### src/rtl/pwm_capture.sv
// PWM duty-cycle capture: recovers high/period tick counts averaged over 2^AVG_LOG2 periods.
// Define PWM_CAPTURE_GLITCH_FILTER_EN for a 3-tap majority filter on the sampled input.
module pwm_capture #(
   parameter int DIV      = 16,
   parameter int CNTW     = 9,
   parameter int AVG_LOG2 = 4,
   parameter int TIMEOUT  = 512
) (
   input  logic                     clk,
   input  logic                     rstn,
   input  logic                     pwm_i,
   output logic [CNTW+AVG_LOG2-1:0] duty_o,
   output logic [CNTW-1:0]          period_o,
   output logic                     valid_o,
   output logic                     stuck_o,
   output logic                     stuck_level_o
);

   localparam int PW = $clog2(DIV);
   localparam int AW = CNTW + AVG_LOG2;
   localparam int NW = CNTW + 1;

   localparam logic [PW-1:0]       PRE_MAX = PW'(DIV - 1);
   localparam logic [CNTW-1:0]     CNT_MAX = '1;
   localparam logic [NW-1:0]       TO_VAL  = NW'(TIMEOUT);
   localparam logic [AVG_LOG2-1:0] N_LAST  = '1;

   typedef enum logic [1:0] {
      IDLE,
      MEASURE,
      STUCK
   } state_t;

   state_t              state_q, state_d;
   logic [1:0]          sync_q, sync_d;
   logic [PW-1:0]       presc_q, presc_d;
   logic                prev_q, prev_d;
   logic [CNTW-1:0]     period_cnt_q, period_cnt_d;
   logic [CNTW-1:0]     high_cnt_q, high_cnt_d;
   logic [NW-1:0]       no_edge_q, no_edge_d;
   logic [AW-1:0]       acc_q, acc_d;
   logic [AVG_LOG2-1:0] n_q, n_d;
   logic [AW-1:0]       duty_q, duty_d;
   logic [CNTW-1:0]     period_q, period_d;
   logic                valid_q, valid_d;
   logic                stuck_q, stuck_d;
   logic                level_q, level_d;

   logic                tick;
   logic                sample;
   logic                rise;
   logic                start;
   logic                close;
   logic                expire;
   logic [NW-1:0]       no_edge_inc;
   logic [AW-1:0]       acc_sum;

`ifdef PWM_CAPTURE_GLITCH_FILTER_EN
   logic [2:0] hist_q, hist_d;

   // Majority of the three previous tick samples; a lone odd sample never wins.
   always_comb begin
      hist_d = tick ? {hist_q[1:0], sync_q[1]} : hist_q;
      sample = (hist_q[0] & hist_q[1]) |
               (hist_q[0] & hist_q[2]) |
               (hist_q[1] & hist_q[2]);
   end

   always_ff @(posedge clk) begin
      if (!rstn) hist_q <= '0;
      else       hist_q <= hist_d;
   end
`else
   assign sample = sync_q[1];
`endif

   assign tick        = (presc_q == PRE_MAX);
   assign rise        = sample & ~prev_q;
   assign no_edge_inc = no_edge_q + 1'b1;
   assign acc_sum     = acc_q + AW'(high_cnt_q);

   always_comb begin
      sync_d       = {sync_q[0], pwm_i};
      presc_d      = tick ? '0 : presc_q + 1'b1;
      prev_d       = tick ? sample : prev_q;
      state_d      = state_q;
      period_cnt_d = period_cnt_q;
      high_cnt_d   = high_cnt_q;
      no_edge_d    = no_edge_q;
      acc_d        = acc_q;
      n_d          = n_q;
      duty_d       = duty_q;
      period_d     = period_q;
      valid_d      = 1'b0;
      stuck_d      = stuck_q;
      level_d      = level_q;
      start        = 1'b0;
      close        = 1'b0;
      expire       = 1'b0;

      if (tick) begin
         unique case (state_q)
            IDLE, STUCK: begin
               if (rise) begin
                  start = 1'b1;
               end else if (state_q == IDLE) begin
                  no_edge_d = no_edge_inc;
                  expire    = (no_edge_inc == TO_VAL);
               end
            end
            MEASURE: begin
               if (rise) begin
                  close = 1'b1;
               end else begin
                  if (period_cnt_q != CNT_MAX)
                     period_cnt_d = period_cnt_q + 1'b1;
                  if (sample && high_cnt_q != CNT_MAX)
                     high_cnt_d = high_cnt_q + 1'b1;
                  no_edge_d = no_edge_inc;
                  expire    = (no_edge_inc == TO_VAL);
               end
            end
            default: state_d = IDLE;
         endcase
      end

      if (start || close) begin
         state_d      = MEASURE;
         period_cnt_d = CNTW'(1);
         high_cnt_d   = CNTW'(1);
         no_edge_d    = '0;
      end

      if (start) begin
         stuck_d = 1'b0;
         acc_d   = '0;
         n_d     = '0;
      end

      if (close) begin
         acc_d = acc_sum;
         n_d   = n_q + 1'b1;
         if (n_q == N_LAST) begin
            duty_d   = acc_sum;
            period_d = period_cnt_q;
            stuck_d  = 1'b0;
            valid_d  = 1'b1;
            acc_d    = '0;
            n_d      = '0;
         end
      end

      if (expire) begin
         state_d  = STUCK;
         stuck_d  = 1'b1;
         level_d  = sample;
         duty_d   = {AW{sample}};
         period_d = '0;
         valid_d  = 1'b1;
         acc_d    = '0;
         n_d      = '0;
      end
   end

   always_ff @(posedge clk) begin
      if (!rstn) begin
         state_q      <= IDLE;
         sync_q       <= '0;
         presc_q      <= '0;
         prev_q       <= 1'b0;
         period_cnt_q <= '0;
         high_cnt_q   <= '0;
         no_edge_q    <= '0;
         acc_q        <= '0;
         n_q          <= '0;
         duty_q       <= '0;
         period_q     <= '0;
         valid_q      <= 1'b0;
         stuck_q      <= 1'b0;
         level_q      <= 1'b0;
      end else begin
         state_q      <= state_d;
         sync_q       <= sync_d;
         presc_q      <= presc_d;
         prev_q       <= prev_d;
         period_cnt_q <= period_cnt_d;
         high_cnt_q   <= high_cnt_d;
         no_edge_q    <= no_edge_d;
         acc_q        <= acc_d;
         n_q          <= n_d;
         duty_q       <= duty_d;
         period_q     <= period_d;
         valid_q      <= valid_d;
         stuck_q      <= stuck_d;
         level_q      <= level_d;
      end
   end

   assign duty_o        = duty_q;
   assign period_o      = period_q;
   assign valid_o       = valid_q;
   assign stuck_o       = stuck_q;
   assign stuck_level_o = level_q;

endmodule

### config.mk
export PLATFORM = sky130hd
export DESIGN_NAME = pwm_capture
export DESIGN_NICKNAME = d
export VERILOG_FILES = /design/src/rtl/pwm_capture.sv
export SDC_FILE = /design/constraint.sdc
export NUM_CORES = 1
export LEC_CHECK = 0
export BUFFER_PORTS_ARGS = -buffer_cell sky130_fd_sc_hd__buf_2
export CORE_ASPECT_RATIO = 1.5
export CORE_MARGIN = 2
export CORE_UTILIZATION = 60
export DETAILED_ROUTE_END_ITERATION = 7
export GPL_TIMING_DRIVEN = 0
export PLACE_DENSITY = 0.85
export SETUP_SLACK_MARGIN = 0.2
export SLEW_MARGIN = 20
export SYNTH_ARGS = -nofsm -noshare
export SYNTH_HDL_FRONTEND = slang
export SYNTH_SLANG_ARGS = --single-unit
### constraint.sdc
create_clock -name clk -period 6 [get_ports clk]
set_clock_uncertainty 0.15 [all_clocks]
set_input_delay 1.2 -clock clk [delete_from_list [all_inputs] [get_ports clk]]
set_output_delay 1.2 -clock clk [all_outputs]
set_load 0.03 [all_outputs]
==> results.cfg <==
[setup_path]
rr_endpoint = high_cnt_q[5]
r2r_slack_ns = 3.36
reg2reg_depth = 11
critPathKind = reg -> reg
arrival_ns = 2.77
startpoint = high_cnt_q[1]
required_ns = 6.13
crit_fanout = 6
r2r_start = high_cnt_q[1]
cp-start-kind = flip-flop
crit_end = high_cnt_q[5]
endpoint_kind = flip-flop

[detailed_routing]
avgViaCountPerCell = 6.09
vias = 3420
antenna_left = 0
firstDrtPassIters = 5
finalWirelength_um = 9010
wire_per_inst_um = 16.0
drc_errors = 0
drtIter0Drc = 198

[final_layout]
fin_nets = 504
synthToLayoutAreaGrowth_pct = 11.3
seq_area_um2 = 1580
multi_input_area_um2 = 2140
drive_above_1_share_pct = 14.3
nFillCells = 461
antenna_cells = 0
instances_no_fill = 562

[grt]
grt_remaining_overflow = 0
grt_usage_pct = 26.3
grt_max_degree = 15
grt_antenna_before_repair = 0
grt_pass1_vias = 3411
grt_pass1_wl_um = 15000

[yosys]
syn-instance-count = 446
synthXorXnorAreaFrac_pct = 7.02
synth.avg_cell_area_um2 = 8.67
synth-seq-cells = 79
synthAdderAreaFrac_pct = 6.02
synthTopCellsByArea = dfxtp_1 (41%), nand2_1 (5.8%), ha_1 (5.5%)
synthArstFlopShare_pct = 0
yosysSeqAreaShare_pct = 40.9
synth-edff-count = 0
yosys.area.top_type = dfxtp_1
synth.yosys.warnings = 0
yosys_most_used_dff = dfxtp_1
synth_top_area_share_pct = 40.9
synth_top_family_by_area = simple AND/OR/NAND/NOR gates
syn_area_um2 = 3870
synth_simple_gate_area_share_pct = 24.7
syn_nets = 467
synthMuxAreaShare_pct = 1.84
synth_compound_area_share_pct = 15.6
synthDistinctLibCells = 52

[clock_tree]
cts_tree = done
numClockSinks = 79
numCtsBuffers = 9
cts.repair.resized = 0
clock_latency_ns = 0.36
clk_pin_slew_ns = 0.08
htreeDepth = 3
clockRootBuffer = clkbuf_8
clock_path_buffers = 2
cts_setup_buffers = 0
ctsHoldBuffers = 0

[floorplanning]
io_pins = 28
initial_core_util_pct = 62.6
num_rows = 35
dieArea_um2 = 7120
die_w_um = 69.6
fp.dieH_um = 102
fp.coreArea_um2 = 6170

[timing]
worst_slew_pin_slew_ns = 0.574
rsz0062_at_grt = no
fin_crit_ns = 2.64
slew_violations = 0
maxSlewHeadroom_pct = 61.8
fin_crit_sh_pct = 44.0
setup_tns_ns = 0
report.final.hold_viol_count = 0
setup_viol = 0
max_freq_ghz = 0.379

[placed_design]
place_hpwl_um = 6510
place_inst = 546
io_buffers = 26
place.gp.congestion = 0.911

[pwr]
p_leak_uw = 0.00171
ir_worst_vdd_v = 0.000174
power_density_nw_per_um2 = 225

[worst_hold_path]
hp-class = reg -> reg

[flow_run]
cap_violations = 0

[status]
status = finished clean
cells by family (layout without fill, tap and decap cells):
kind of cell	count (synthesis)	count (layout)
multiplexers	7	7
XOR/XNOR	31	31
AO/OA/AOI/OAI	95	95
flip-flops	79	79
buffers and inverters	27	69
adder cells (fa/ha/maj)	18	18
AND/OR/NAND/NOR	189	189
how the worst min path moves through the flow:
stage / cells past startpoint / to / start / slack [ns]
after floorplan: 1 / sync_q[1] / sync_q[0] / 0.26
after global placement: 1 / sync_q[1] / sync_q[0] / 0.27
after detailed placement: 1 / sync_q[1] / sync_q[0] / 0.28
after CTS: 1 / sync_q[1] / sync_q[0] / 0.30
after global routing: 2 / period_o[5] / period_o[5] / 0.33
final: 1 / sync_q[1] / sync_q[0] / 0.29
flip-flops by register name, summed over array words and instances, names as in the netlist:
register,flops
presc_q,4
acc_q,13
stuck_level_o,1
period_o,9
sync_q,2
stuck_o,1
duty_o,13
high_cnt_q,9
n_q,4
state_q,2
no_edge_q,10
valid_o,1
period_cnt_q,9
prev_q,1
metal layers:
metal | up-vias | GRT usage [%] | routed length [um]
met5 | - | 0 | 0
met4 | 0 | 17.2 | 411
met3 | 38 | 5.03 | 372
met2 | 108 | 48.2 | 4670
met1 | 1614 | 27.5 | 3550
li1 | 1660 | - | -
report_power, final:
part           internal, uW  total, uW  switching, uW  leakage (uW)
clock                   219        423            204      0.000107
sequential              526        529           2.67      0.000637
combinational          5.23       18.6           13.3      0.000968
total                   750        970            220       0.00171
worst max-delay path: stages, from the launching register on:
cell      delay (ns)
dfxtp_1         0.38
ha_1            0.24
nand2_1         0.07
nor2_1          0.05
and3_1          0.18
ha_1            0.19
and4bb_2        0.30
and3_1          0.15
buf_2           0.18
nand4_1         0.20
or3_1           0.35
a21oi_1         0.13
area by class of cell:
cell class	count	share of cell area [%]
buffer	21	2.96
clock buffer	11	3.52
clock inverter	5	1.48
inverter	6	0.523
multi-input combinational	340	49.6
sequential	79	36.7
tap	74	2.15
timing repair buffer	26	3.02
metrics by stage:
step	hold WS [ns]	worst slack (ns)	utilization, %	power (uW)	area [um^2]
CTS	0.299	3.36	69.7	969	4310
floorplan	0.262	3.62	-	553	3870
global route	0.327	3.18	69.7	994	4310
detailed placement	0.280	3.38	66.2	560	4090
finish	0.293	3.36	69.7	970	4310
global placement	0.267	3.40	66.2	559	4090
cell usage in the layout, fill, tap and decap left out, types with 4 or more instances in the layout:
cell type / instances
a21o_1: 5
a21oi_1: 33
mux2i_1: 6
nand2b_1: 4
a31oi_1: 13
xor2_1: 14
ha_1: 17
o21ai_0: 12
nand4_1: 10
nor3_1: 7
nand2_1: 60
or3_1: 7
a211oi_1: 6
buf_6: 5
a22oi_1: 11
buf_2: 35
inv_1: 6
nor2_1: 50
clkbuf_1: 7
clkbuf_8: 11
and2_1: 7
nand3_1: 14
and3_1: 10
dfxtp_1: 79
xnor2_1: 17
synth_stat cells, types with 10 or more instances:
master    n
dfxtp_1  79
nand2_1  60
nor2_1   50
a21oi_1  33
ha_1     17
xnor2_1  17
nand3_1  14
xor2_1   14
a31oi_1  13
o21ai_0  12
a22oi_1  11
and3_1   10
nand4_1  10
(Power assumes the default switching activity.)
